[src/rtl/ft245_fifo_if.sv]
`timescale 1ns/1ps
`default_nettype none
// ============================================================================
// ft245_fifo_if : FT245 USB FIFO pin bridge (read strobes, buffered writes)
// Revision 1.0
// ============================================================================
module ft245_fifo_if #(
    parameter int RD_LOW_CYC   = 3,
    parameter int WR_SETUP_CYC = 1,
    parameter int WR_LOW_CYC   = 2,
    parameter int RECOV_CYC    = 3,
    parameter int TX_AW        = 4
) (
    input  logic       clk,
    input  logic       _reset,
    input  logic       _ft_rxf,
    input  logic       _ft_txe,
    input  logic [7:0] ft_data_in,
    output logic [7:0] ft_data_out,
    output logic       ft_data_oe,
    output logic       _ft_rd,
    output logic       _ft_wr,
    input  logic       rx_ready,
    output logic [7:0] rx_byte,
    output logic       rx_valid,
    input  logic [7:0] tx_byte,
    input  logic       tx_wr,
    output logic       tx_full,
    output logic       tx_empty,
    output logic       tx_ovf
);

    localparam int DEPTH = 1 << TX_AW;
    localparam int CW    = TX_AW + 1;

    typedef enum logic [2:0] {
        S_IDLE     = 3'd0,
        S_RD_LOW   = 3'd1,
        S_WR_SETUP = 3'd2,
        S_WR_LOW   = 3'd3,
        S_RECOV    = 3'd4
    } state_t;

    state_t          r_state;
    logic [7:0]      r_cnt;
    logic            r_last_rd;
    logic [1:0]      r_rxf_sync;
    logic [1:0]      r_txe_sync;
    logic [7:0]      r_mem [DEPTH];
    logic [TX_AW-1:0] r_wr_ptr;
    logic [TX_AW-1:0] r_rd_ptr;
    logic [CW-1:0]   r_count;
    logic [CW-1:0]   w_count_nxt;
    logic            w_rd_req;
    logic            w_wr_req;
    logic            w_pop;
    logic            w_push;

    // Plain two-flop synchronisers; the FT flags are asynchronous to clk.
    always_ff @(posedge clk) begin
        r_rxf_sync <= {r_rxf_sync[0], _ft_rxf};
        r_txe_sync <= {r_txe_sync[0], _ft_txe};
    end

    assign w_rd_req = !r_rxf_sync[1] && rx_ready;
    assign w_wr_req = !r_txe_sync[1] && !tx_empty;
    assign w_pop    = (r_state == S_WR_LOW) && (r_cnt == 8'(WR_LOW_CYC - 1));
    assign w_push   = tx_wr && (!tx_full || w_pop);

    always_ff @(posedge clk) begin
        if (!_reset) begin
            r_state     <= S_IDLE;
            r_cnt       <= 8'd0;
            r_last_rd   <= 1'b0;
            _ft_rd      <= 1'b1;
            _ft_wr      <= 1'b1;
            ft_data_oe  <= 1'b0;
            ft_data_out <= 8'h00;
            rx_byte     <= 8'h00;
            rx_valid    <= 1'b0;
        end else begin
            rx_valid <= 1'b0;
            case (r_state)
                S_IDLE: begin
                    // Round-robin when both sides are requesting.
                    if (w_rd_req && (!w_wr_req || !r_last_rd)) begin
                        _ft_rd  <= 1'b0;
                        r_cnt   <= 8'd0;
                        r_state <= S_RD_LOW;
                    end else if (w_wr_req) begin
                        ft_data_out <= r_mem[r_rd_ptr];
                        ft_data_oe  <= 1'b1;
                        r_cnt       <= 8'd0;
                        r_state     <= S_WR_SETUP;
                    end
                end
                S_RD_LOW: begin
                    if (r_cnt == 8'(RD_LOW_CYC - 1)) begin
                        rx_byte   <= ft_data_in;
                        rx_valid  <= 1'b1;
                        _ft_rd    <= 1'b1;
                        r_last_rd <= 1'b1;
                        r_cnt     <= 8'd0;
                        r_state   <= S_RECOV;
                    end else begin
                        r_cnt <= r_cnt + 8'd1;
                    end
                end
                S_WR_SETUP: begin
                    if (r_cnt == 8'(WR_SETUP_CYC - 1)) begin
                        _ft_wr  <= 1'b0;
                        r_cnt   <= 8'd0;
                        r_state <= S_WR_LOW;
                    end else begin
                        r_cnt <= r_cnt + 8'd1;
                    end
                end
                S_WR_LOW: begin
                    if (w_pop) begin
                        _ft_wr    <= 1'b1;
                        r_last_rd <= 1'b0;
                        r_cnt     <= 8'd0;
                        r_state   <= S_RECOV;
                    end else begin
                        r_cnt <= r_cnt + 8'd1;
                    end
                end
                S_RECOV: begin
                    // Bus stays driven one cycle past the write strobe for data hold.
                    if (r_cnt == 8'd0) ft_data_oe <= 1'b0;
                    if (r_cnt == 8'(RECOV_CYC - 1)) begin
                        r_cnt   <= 8'd0;
                        r_state <= S_IDLE;
                    end else begin
                        r_cnt <= r_cnt + 8'd1;
                    end
                end
                default: r_state <= S_IDLE;
            endcase
        end
    end

    always_comb begin
        w_count_nxt = r_count + CW'(w_push) - CW'(w_pop);
    end

    always_ff @(posedge clk) begin
        if (w_push) r_mem[r_wr_ptr] <= tx_byte;
    end

    always_ff @(posedge clk) begin
        if (!_reset) begin
            r_wr_ptr <= '0;
            r_rd_ptr <= '0;
            r_count  <= '0;
            tx_full  <= 1'b0;
            tx_empty <= 1'b1;
            tx_ovf   <= 1'b0;
        end else begin
            if (w_push) r_wr_ptr <= r_wr_ptr + 1'b1;
            if (w_pop)  r_rd_ptr <= r_rd_ptr + 1'b1;
            if (tx_wr && tx_full && !w_pop) tx_ovf <= 1'b1;
            r_count  <= w_count_nxt;
            tx_full  <= (w_count_nxt == CW'(DEPTH));
            tx_empty <= (w_count_nxt == '0);
        end
    end

endmodule
`default_nettype wire

[config.mk]
export PLATFORM = sky130hd
export DESIGN_NAME = ft245_fifo_if
export DESIGN_NICKNAME = d
export VERILOG_FILES = /design/src/rtl/ft245_fifo_if.sv
export SDC_FILE = /design/constraint.sdc
export NUM_CORES = 1
export LEC_CHECK = 0
export CAP_MARGIN = 20
export CORE_ASPECT_RATIO = 0.5
export CORE_MARGIN = 3
export CORE_UTILIZATION = 40
export CTS_BUF_LIST = sky130_fd_sc_hd__clkbuf_8
export DETAILED_ROUTE_END_ITERATION = 10
export PLACE_DENSITY = 0.62
export SYNTH_ARGS = -nofsm -noshare
export SYNTH_HDL_FRONTEND = slang
export SYNTH_SLANG_ARGS = --single-unit
[constraint.sdc]
create_clock -name clk -period 4.7 [get_ports clk]
set_input_delay 0.705 -clock clk [delete_from_list [all_inputs] [get_ports clk]]
set_output_delay 0.705 -clock clk [all_outputs]
set_load 0.02 [all_outputs]
==> results of run 1 <==
-- kinds of logic (layout without fill, tap and decap cells) --
| family | count (synthesis) | after routing |
|---|---|---|
| multiplexers | 40 | 40 |
| adder cells (fa/ha/maj) | 15 | 15 |
| AO/OA/AOI/OAI | 61 | 61 |
| buffers and inverters | 41 | 98 |
| XOR/XNOR | 9 | 9 |
| AND/OR/NAND/NOR | 136 | 136 |
| flip-flops | 180 | 180 |
-- cell type report --
class | instances | share of cell area [%]
clock buffer | 17 | 2.803
sequential | 180 | 58.54
timing repair buffer | 49 | 5.696
inverter | 17 | 0.7645
tap | 234 | 3.508
clock inverter | 15 | 2.533
multi-input combinational | 261 | 26.16
-- power groups by stage --
stage | Combinational, uW | Clock, uW | Sequential (uW)
floorplan | 427 | 0 | 1920
global placement | 624 | 0 | 1920
detailed placement | 631 | 0 | 1930
CTS | 635 | 1150 | 1890
global route | 701 | 1220 | 1900
finish | 637 | 1130 | 1890
-- registers in the layout, summed over array words and instances (netlist names), 2 cells and up --
| name | cells |
|---|---|
| r_wr_ptr | 4 |
| r_mem | 128 |
| r_state | 3 |
| ft_data_out | 8 |
| r_rd_ptr | 4 |
| r_rxf_sync | 2 |
| r_count | 5 |
| r_txe_sync | 2 |
| rx_byte | 8 |
| r_cnt | 8 |
-- worst reg2reg max path: cells and delay by family, from the launching register on --
kind | cells | cell delay, ns
AOI/OAI and AO/OA | 2 | 0.60
xor gates and xnor gates | 1 | 0.15
adders and majority gates | 3 | 0.82
buffers and inverters | 3 | 0.19
DFF | 1 | 0.36
and+or+nand+nor | 3 | 1.57
-- routing by layer --
| metal | vias up | GRT usage (%) | wire length, um |
|---|---|---|---|
| met2 | 95 | 24.45 | 6666 |
| met1 | 1947 | 19.54 | 6147 |
| met3 | 6 | 3.038 | 966 |
| met4 | 0 | 4.324 | 90 |
| li1 | 1894 | - | - |
| met5 | - | 0 | 0 |
-- metrics by stage --
| stage | instances | power [uW] | worst slack [ns] |
|---|---|---|---|
| final | 773 | 3660 | 0.9575 |
| after global routing | 773 | 3829 | 0.7148 |
| after CTS | 772 | 3682 | 0.9369 |
| after detailed placement | 740 | 2559 | 0.9571 |
| after global placement | 740 | 2548 | 1.022 |
| after floorplan | 482 | 2351 | 1.241 |
-- cell usage in the layout, fill, tap and decap left out, drive strengths merged, types with 10 or more instances in the layout --
cell type and instances:
o21ai 10, a21oi 11, clkbuf 17, clkdlybuf4s50 44
ha 14, inv 23, dfxtp 52, nand3 10
edfxtp 128, mux4 32, a22o 16, nand2 31
nor2 50
-- worst max path at each step --
stage,start,endpoint,slack (ns),depth (start not counted)
after floorplan,r_cnt[2],tx_empty,1.24,13
after global placement,r_cnt[2],tx_empty,1.02,12
after detailed placement,r_cnt[2],tx_empty,0.96,12
after CTS,r_cnt[2],tx_empty,0.94,12
after global routing,r_cnt[2],tx_empty,0.71,12
final,r_cnt[2],tx_empty,0.96,12
==> impl_metrics.sql, run 1 <==
INSERT INTO impl_metrics (metric_group, metric, value, unit) VALUES
('die', 'chipHeight', '101.1', 'um'),
('critical_path', 'slowest_delay', '0.64', 'ns'),
('logic_synthesis', 'synth-simple-area-share', '9.146', '%'),
('logic_synthesis', 'synth_edf_count', '128', ''),
('logic_synthesis', 'mapped_nets', '519', ''),
('placed_design', 'post-dp-hpwl', '8.949', 'mm'),
('routing', 'drt_wl_total', '13.87', 'mm'),
('routing', 'ant_nets', '0', ''),
('min_path', 'whs_path_depth', '0', ''),
('grt', 'global_route.overflow_total', '0', ''),
('logic_synthesis', 'postSynth.topFlopCell', 'sky130_fd_sc_hd__edfxtp_1', ''),
('clock_network', 'cts_tree', 'done', ''),
('critical_path', 'worstSetupEndpointType', 'flip-flop', ''),
('critical_path', 'worstPathMaxFanout', '7', ''),
('layout', 'post_route_cells_drive_above_1_share', '15.58', '%'),
('sta', 'max_slew_margin', '34.59', '%'),
('power_and_ir_drop', 'leakagePower', '0.002757', 'uW'),
('placed_design', 'place_congestion', '0.7359', ''),
('power_and_ir_drop', 'power.density_cell_area', '438.4', 'nW/um2'),
('routing', 'via_density_per_instance', '5.100', ''),
('logic_synthesis', 'yosys_warnings', '0', ''),
('status', 'outcome', 'finished, final reports clean', ''),
('clock_network', 'cts_hold_buffers', '0', ''),
('layout', 'area.growth.synth_to_final', '15.34', '%'),
('clock_network', 'cts.sink_count', '180', ''),
('power_and_ir_drop', 'combPwrFrac', '17.4', '%'),
('layout', 'finish.net_count', '563', ''),
('die', 'io-pin-count', '45', ''),
('routing', 'wl_per_cell', '17.94', 'um'),
('critical_path', 'path_cells', 'or4_4 -> o41ai_2 -> and2_1 -> inv_1 -> ha_1 -> inv_1 -> ha_1 -> inv_1 -> fa_1 -> xnor2_1 -> or4b_2 -> a21oi_1', ''),
('logic_synthesis', 'post_synthesis_share_of_cell_area_spent_on_xor_and_xnor_gates', '1.089', '%'),
('layout', 'final-seq-area', '4886', 'um2'),
('logic_synthesis', 'syn_area', '7237', 'um2'),
('logic_synthesis', 'synth_sequential_area_ratio', '67.50', '%'),
('logic_synthesis', 'yosys.area.top_type_share', '53.11', '%'),
('min_path', 'hold-path-endpoint', 'r_rxf_sync[1]', ''),
('logic_synthesis', 'synth_adder_area_share', '2.697', '%'),
('logic_synthesis', 'netlist-cell-type-count', '48', ''),
('clock_network', 'ctsLongestPathBuffers', '2', ''),
('sta', 'worst_pin_slew', '0.9800', 'ns'),
('layout', 'antennaDiodeCount', '0', ''),
('logic_synthesis', 'largest_family_of_logic_cells_by_synthesized_area', 'multiplexers', ''),
('layout', 'fill_count', '1494', ''),
('logic_synthesis', 'synthesized_area_fraction_occupied_by_ao_oa_aoi_and_oai_cells', '6.172', '%'),
('logic_synthesis', 'synthMuxAreaShare', '11.07', '%'),
('logic_synthesis', 'synth_most_common_cell', 'sky130_fd_sc_hd__edfxtp_1', ''),
('die', 'starting_density', '41.19', '%'),
('critical_path', 'timing.reg2reg.setup_slack', '0.96', 'ns'),
('power_and_ir_drop', 'switching_share_of_power', '28.64', '%'),
('sta', 'hold_ws', '0.3387', 'ns'),
('sta', 'setup_viol', '0', ''),
('routing', 'dr_vias', '3942', ''),
('clock_network', 'clk_root_buffer_cell', 'sky130_fd_sc_hd__clkbuf_8', ''),
('layout', 'finalCoreUtilization', '47.51', '%'),
('die', 'die_x', '196.2', 'um'),
('min_path', 'worst_min_path_class', 'reg2reg', ''),
('power_and_ir_drop', 'power_switching', '1048', 'uW'),
('sta', 'rsz0062_at_grt', 'false', ''),
('layout', 'multi_input_area', '2183', 'um2'),
('grt', 'grt.total_usage', '14.58', '%'),
('die', 'core-area', '17570', 'um2'),
('critical_path', 'required', '5.08', 'ns'),
('clock_network', 'numCtsBuffers', '17', ''),
('min_path', 'hold_path_startpoint', 'r_rxf_sync[0]', ''),
('sta', 'report.final.slew_viol_count', '0', ''),
('clock_network', 'postCtsResizedCells', '0', ''),
('grt', 'grt_antenna_before_repair', '0', ''),
('sta', 'layout_min_cycle_time', '3.742', 'ns'),
('critical_path', 'worstReg2RegStart', 'r_cnt[2]', ''),
('sta', 'layout_worst_path_cycle_share', '79.63', '%'),
('placed_design', 'dpl-instance-area', '7896', 'um2');
No activity file was read; power rests on OpenSTA's default activity.
==> run 2: changes to the inputs <==
clock period = 3.93 ns   (was 4.7 ns; I/O delays follow)
==> run 2 against run 1 <==
Critical path depth stayed put. Combinational power is 21% higher. Count of clock-buffer cells in the layout stayed put. Wire length is 2.5% higher. Sequential cell count stayed put. Via count is 3.0% higher. Hold slack better by 0.0054 ns. Clock power is 9.7% higher. Setup slack worse by 0.65 ns. Die area stayed put. Global-route usage is 0.58 points higher. Critical path type unchanged. Largest cell class unchanged. Largest power group unchanged. Highest routed layer unchanged.
==> impl_metrics.sql, run 2 (synthesis gave the netlist of run 1 again) <==
INSERT INTO impl_metrics (metric_group, metric, value, unit) VALUES
('sta', 'report.final.slew_viol_count', '0', ''),
('critical_path', 'critical_path_arrival', '4.01', 'ns'),
('die', 'io-pin-count', '45', ''),
('power_and_ir_drop', 'leakagePower', '0.002808', 'uW'),
('grt', 'grt.total_usage', '15.16', '%'),
('critical_path', 'worstPathMaxFanout', '6', ''),
('min_path', 'worst_min_path_class', 'reg2reg', ''),
('critical_path', 'crit_path_frequent_cell', 'sky130_fd_sc_hd__inv_1', ''),
('critical_path', 'critical-path-top-delay-family', 'simple AND/OR/NAND/NOR gates', ''),
('die', 'starting_density', '41.19', '%'),
('sta', 'max_clock_freq', '276.3', 'MHz'),
('routing', 'drtIter0Drc', '242', ''),
('sta', 'totalNegativeSetupSlack', '0', 'ns'),
('critical_path', 'crit_buf_inv', '3', ''),
('layout', 'antennaDiodeCount', '0', ''),
('grt', 'first_pass_grt_wire_length', '22.71', 'mm'),
('placed_design', 'place_congestion', '0.7493', ''),
('routing', 'wl_per_cell', '18.12', 'um'),
('die', 'die_x', '196.2', 'um'),
('layout', 'largest_reg_flops', '128', ''),
('sta', 'finalHoldViolCount', '0', ''),
('clock_network', 'cts.sink_count', '180', ''),
('clock_network', 'ctsLongestPathBuffers', '2', ''),
('critical_path', 'slowest_delay', '0.63', 'ns'),
('sta', 'layout_worst_path_cycle_share', '92.09', '%'),
('routing', 'via_density_per_instance', '5.172', ''),
('power_and_ir_drop', 'total_power', '4269', 'uW'),
('grt', 'global_route.overflow_total', '0', ''),
('critical_path', 'worstSetupEndpointType', 'flip-flop', ''),
('critical_path', 'critPathLaunch', 'r_cnt[2]', ''),
('placed_design', 'dpl-instance-area', '7986', 'um2'),
('clock_network', 'cts_hold_buffers', '0', ''),
('layout', 'area.growth.synth_to_final', '15.91', '%'),
('sta', 'clock-skew-final', '0.01318', 'ns'),
('die', 'floorplan.rows', '34', ''),
('layout', 'layoutNonFillerInstCount', '785', ''),
('critical_path', 'path_cells', 'or4_4 -> o41ai_2 -> and2_1 -> inv_1 -> ha_1 -> inv_1 -> ha_1 -> inv_1 -> fa_1 -> xnor2_1 -> or4b_2 -> a21oi_1', ''),
('clock_network', 'cts.repair_timing.setup_buffer_count', '0', ''),
('grt', 'grt_antenna_before_repair', '0', ''),
('clock_network', 'worstSkewPairLatency', '0.46', 'ns'),
('sta', 'worst_pin_slew', '0.9200', 'ns'),
('critical_path', 'worstReg2RegStart', 'r_cnt[2]', ''),
('routing', 'dr_vias', '4060', ''),
('layout', 'layout_common_cells', 'sky130_fd_sc_hd__edfxtp_1 (128), sky130_fd_sc_hd__dfxtp_1 (51), sky130_fd_sc_hd__nor2_1 (50)', ''),
('layout', 'max_flop_register', 'r_mem', ''),
('critical_path', 'worst-r2r-cell-count', '12', ''),
('critical_path', 'worst_path_max_delay_cell', 'sky130_fd_sc_hd__or4b_2', ''),
('routing', 'drt_wl_total', '14.22', 'mm'),
('placed_design', 'io_buffer_count', '44', ''),
('critical_path', 'critical_path_class', 'reg2reg', ''),
('grt', 'first_global_vias', '4184', ''),
('die', 'die_outline_area', '19840', 'um2'),
('sta', 'rsz0062_at_grt', 'false', ''),
('clock_network', 'cts_tree', 'done', ''),
('clock_network', 'numCtsBuffers', '17', ''),
('layout', 'finish.net_count', '575', ''),
('layout', 'commonest_non_fill_non_tap_cell_in_the_layout', 'sky130_fd_sc_hd__edfxtp_1', ''),
('critical_path', 'timing.reg2reg.setup_slack', '0.31', 'ns'),
('critical_path', 'required', '4.32', 'ns'),
('sta', 'hold_ws', '0.3441', 'ns'),
('placed_design', 'dp_cells', '752', ''),
('routing', 'ant_nets', '0', ''),
('clock_network', 'clk_root_buffer_cell', 'sky130_fd_sc_hd__clkbuf_8', ''),
('clock_network', 'postCtsResizedCells', '0', ''),
('status', 'outcome', 'finished, final reports clean', ''),
('critical_path', 'worstSetupEndpoint', 'tx_empty', ''),
('clock_network', 'clock_tree.htree_level_count', '4', ''),
('layout', 'layout.cell_area.non_filler', '8388', 'um2'),
('placed_design', 'post-dp-hpwl', '9.175', 'mm'),
('layout', 'post_route_cells_drive_above_1_share', '17.24', '%'),
('power_and_ir_drop', 'vdd_ir_drop_max', '0.1758', 'mV'),
('die', 'core-area', '17570', 'um2'),
('sta', 'setup_viol', '0', ''),
('power_and_ir_drop', 'power.density_cell_area', '508.9', 'nW/um2'),
('routing', 'post-route-drc-count', '0', ''),
('grt', 'grt_max_degree', '35', ''),
('clock_network', 'path_clk_slew', '0.11', 'ns'),
('die', 'chipHeight', '101.1', 'um'),
('critical_path', 'r2r-end', 'tx_empty', ''),
('routing', 'drt_pre_antenna_iters', '5', ''),
('sta', 'max_slew_margin', '38.33', '%'),
('job', 'cap_violations', '0', ''),
('critical_path', 'worst-path-stages', '12', ''),
('critical_path', 'crit_path_start_kind', 'flip-flop', ''),
('sta', 'layout_min_cycle_time', '3.619', 'ns');
-- run 2: changes by cell type in the layout (fill, tap and decap cells not counted), sizes merged --
| cell | delta |
|---|---|
| clkinv | +1 |
| bufinv | -2 |
| inv | +2 |
| clkinvlp | -1 |
| buf | +12 |
-- run 2: through the flow --
stage / utilization [%] / worst slack [ns]
after floorplan: - / 0.4706
after global placement: 45.46 / 0.4262
after detailed placement: 45.46 / 0.3382
after CTS: 47.71 / 0.2895
after global routing: 47.74 / 0.1214
final: 47.74 / 0.3110
-- run 2: final cells by class --
class / count / area (um2)
Fill cell: 1477 / 9181
Clock inverter: 15 / 162.7
Timing Repair Buffer: 61 / 565.5
Multi-Input combinational cell: 261 / 2183
Inverter: 17 / 63.81
Tap cell: 234 / 292.8
Clock buffer: 17 / 234.0
Sequential cell: 180 / 4886
-- run 2: per-layer routing --
| metal | vias up | global-route usage (%) | routed length, um |
|---|---|---|---|
| met4 | 0 | 4.817 | 161 |
| met5 | - | 0 | 0 |
| li1 | 1924 | - | - |
| met2 | 85 | 25.28 | 6950 |
| met3 | 13 | 3.339 | 654 |
| met1 | 2038 | 20.20 | 6455 |
-- run 2: report_power, final --
part | internal [uW] | leakage [uW] | switching, uW
clock network | 480 | 0.000202 | 759
logic | 352 | 0.00103 | 418
registers | 2170 | 0.00158 | 93.7
-- run 2: worst register-to-register path: stages (launching register included) --
cell and delay [ns]:
sky130_fd_sc_hd__dfxtp_1 0.36, sky130_fd_sc_hd__or4_4 0.58, sky130_fd_sc_hd__o41ai_2 0.45, sky130_fd_sc_hd__and2_1 0.22, sky130_fd_sc_hd__inv_1 0.06, sky130_fd_sc_hd__ha_1 0.27, sky130_fd_sc_hd__inv_1 0.06, sky130_fd_sc_hd__ha_1 0.16
sky130_fd_sc_hd__inv_1 0.05, sky130_fd_sc_hd__fa_1 0.40, sky130_fd_sc_hd__xnor2_1 0.15, sky130_fd_sc_hd__or4b_2 0.63, sky130_fd_sc_hd__a21oi_1 0.16
-- run 2: how the worst min path moves through the flow --
| stage | start | to | slack [ns] | cells past startpoint |
|---|---|---|---|---|
| 6_report | r_txe_sync[0] | r_txe_sync[1] | 0.34 | 0 |
| 5_1_grt | r_txe_sync[0] | r_txe_sync[1] | 0.35 | 0 |
| 4_1_cts | r_rxf_sync[0] | r_rxf_sync[1] | 0.35 | 0 |
| 3_5_place_dp | r_txe_sync[0] | r_txe_sync[1] | 0.31 | 0 |
| 3_3_place_gp | r_txe_sync[0] | r_txe_sync[1] | 0.32 | 0 |
| 2_1_floorplan | r_rxf_sync[0] | r_rxf_sync[1] | 0.31 | 0 |
==> run 3: changes to the inputs <==
CORE_ASPECT_RATIO = unset   (was 0.5)
==> run 3 against run 2 <==
Wire length is 5.3% higher. Critical endpoint unchanged. Maximum frequency barely moved. Largest cell class unchanged. Sequential cell count stayed put. Via count up 1.8%. Hold slack got worse by 0.010 ns. Count of clock-buffer cells in the layout unchanged. Highest routed layer unchanged. Sequential share of layout area decreased by 0.19 points.
==> impl_metrics.sql, run 3 (synthesis gave the netlist of run 1 again) <==
INSERT INTO impl_metrics (metric_group, metric, value, unit) VALUES
('sta', 'max_slew_margin', '31.46', '%'),
('clock_network', 'clock_tree.htree_level_count', '4', ''),
('sta', 'report.final.slew_viol_count', '0', ''),
('routing', 'dr_vias', '4134', ''),
('layout', 'finish.net_count', '572', ''),
('critical_path', 'worstSetupEndpointType', 'flip-flop', ''),
('grt', 'grt.total_usage', '15.74', '%'),
('die', 'floorplan.rows', '48', ''),
('layout', 'max_flop_register', 'r_mem', ''),
('status', 'outcome', 'finished, final reports clean', ''),
('clock_network', 'cts_tree', 'done', ''),
('critical_path', 'required', '4.31', 'ns'),
('sta', 'worst_pin_slew', '1.019', 'ns'),
('sta', 'layout_min_cycle_time', '3.619', 'ns'),
('clock_network', 'clk_root_buffer_cell', 'sky130_fd_sc_hd__clkbuf_8', ''),
('routing', 'wl_per_cell', '19.40', 'um'),
('sta', 'rsz0062_at_grt', 'false', ''),
('clock_network', 'postCtsResizedCells', '0', ''),
('die', 'die_x', '140.5', 'um'),
('routing', 'via_density_per_instance', '5.355', ''),
('clock_network', 'cts.repair_timing.setup_buffer_count', '0', ''),
('die', 'io-pin-count', '45', ''),
('grt', 'first_global_vias', '4079', ''),
('die', 'chipHeight', '140.5', 'um'),
('sta', 'clock-skew-final', '0.01763', 'ns'),
('layout', 'area.growth.synth_to_final', '16.29', '%'),
('critical_path', 'crit_buf_inv', '3', ''),
('placed_design', 'io_buffer_count', '44', ''),
('placed_design', 'post-dp-hpwl', '9.639', 'mm'),
('layout', 'layoutNonFillerInstCount', '772', ''),
('job', 'cap_violations', '0', ''),
('routing', 'ant_nets', '0', ''),
('routing', 'post-route-drc-count', '0', ''),
('critical_path', 'worstPathMaxFanout', '6', ''),
('layout', 'post_route_cells_drive_above_1_share', '16.45', '%'),
('layout', 'multi_input_area', '2183', 'um2'),
('critical_path', 'slowest_delay', '0.63', 'ns'),
('critical_path', 'critical-path-top-delay-family', 'simple AND/OR/NAND/NOR gates', ''),
('routing', 'drtIter0Drc', '252', ''),
('power_and_ir_drop', 'power.density_cell_area', '531.1', 'nW/um2'),
('critical_path', 'critical_path_class', 'reg2reg', ''),
('sta', 'setup_viol', '0', ''),
('clock_network', 'ctsLongestPathBuffers', '2', ''),
('placed_design', 'place_congestion', '0.8021', ''),
('routing', 'drt_pre_antenna_iters', '5', ''),
('layout', 'commonest_non_fill_non_tap_cell_in_the_layout', 'sky130_fd_sc_hd__edfxtp_1', ''),
('sta', 'finalHoldViolCount', '0', ''),
('critical_path', 'crit_path_frequent_cell', 'sky130_fd_sc_hd__inv_1', ''),
('critical_path', 'worst_path_max_delay_cell', 'sky130_fd_sc_hd__or4b_2', ''),
('power_and_ir_drop', 'vdd_ir_drop_max', '0.4284', 'mV'),
('critical_path', 'path_cells', 'or4_4 -> o41ai_2 -> and2_1 -> inv_1 -> ha_1 -> inv_1 -> ha_1 -> inv_1 -> fa_1 -> xnor2_1 -> or4b_2 -> a21oi_1', ''),
('die', 'die_outline_area', '19740', 'um2'),
('critical_path', 'critical_path_arrival', '4.00', 'ns'),
('layout', 'layout_common_cells', 'sky130_fd_sc_hd__edfxtp_1 (128), sky130_fd_sc_hd__dfxtp_1 (51), sky130_fd_sc_hd__nor2_1 (50)', ''),
('power_and_ir_drop', 'leakagePower', '0.002813', 'uW'),
('grt', 'first_pass_grt_wire_length', '23.45', 'mm'),
('clock_network', 'path_clk_slew', '0.09', 'ns'),
('clock_network', 'numCtsBuffers', '17', ''),
('sta', 'totalNegativeSetupSlack', '0', 'ns'),
('grt', 'global_route.overflow_total', '0', ''),
('clock_network', 'worstSkewPairLatency', '0.46', 'ns'),
('die', 'starting_density', '41.41', '%'),
('sta', 'layout_worst_path_cycle_share', '92.10', '%'),
('min_path', 'worst_min_path_class', 'reg2reg', ''),
('layout', 'fill_count', '1504', ''),
('grt', 'grt_antenna_before_repair', '0', ''),
('clock_network', 'cts_hold_buffers', '0', ''),
('routing', 'drt_wl_total', '14.98', 'mm'),
('critical_path', 'crit_path_start_kind', 'flip-flop', ''),
('sta', 'max_clock_freq', '276.3', 'MHz'),
('clock_network', 'cts.sink_count', '180', ''),
('layout', 'antennaDiodeCount', '0', ''),
('grt', 'grt_max_degree', '35', ''),
('die', 'core-area', '17480', 'um2'),
('placed_design', 'dp_cells', '741', ''),
('layout', 'final-seq-area', '4886', 'um2'),
('layout', 'largest_reg_flops', '128', '');
## run 3: worst paths after layout
| path | start | to | slack (ns) | cells after the start |
|---|---|---|---|---|
| max | r_cnt[2] | tx_empty | 0.31 | 12 |
| min | r_txe_sync[0] | r_txe_sync[1] | 0.33 | 0 |
| min reg2reg | r_txe_sync[0] | r_txe_sync[1] | 0.33 | 0 |
| max reg2reg | r_cnt[2] | tx_empty | 0.31 | 12 |
## run 3: stage by stage
| step | util (%) | power, uW | hold slack, ns | worst slack (ns) | area, um2 |
|---|---|---|---|---|---|
| after CTS | 48.15 | 4507 | 0.3367 | 0.2993 | 8416 |
| after detailed placement | 45.55 | 3084 | 0.3222 | 0.3131 | 7960 |
| after global placement | 45.55 | 3056 | 0.3187 | 0.4036 | 7960 |
| final | 48.15 | 4470 | 0.3339 | 0.3106 | 8416 |
| after global routing | 48.15 | 4676 | 0.3481 | 0.1196 | 8416 |
| after floorplan | - | 2812 | 0.3096 | 0.4706 | 7237 |
## run 3: routing by layer
| layer | share of wire, % | wire length (um) | track usage [%] | vias up |
|---|---|---|---|---|
| li1 | - | - | - | 1913 |
| met1 | 45 | 6728 | 21.98 | 2082 |
| met2 | 48 | 7222 | 24.77 | 127 |
| met3 | 5.6 | 833 | 4.029 | 12 |
| met4 | 1.3 | 195 | 4.080 | 0 |
| met5 | 0 | 0 | 0 | - |
## run 3: report_power, final
group / internal (uW) / switching, uW
registers: 2170 / 94.3
clock network: 763 / 669
logic: 348 / 429
## run 3: final cells by class
type                            count  share of cell area (%)
Inverter                           17                  0.7583
Clock inverter                     14                   2.632
Clock buffer                       17                   2.780
Tap cell                          225                   3.345
Multi-Input combinational cell    261                   25.94
Timing Repair Buffer               58                   6.482
Sequential cell                   180                   58.06
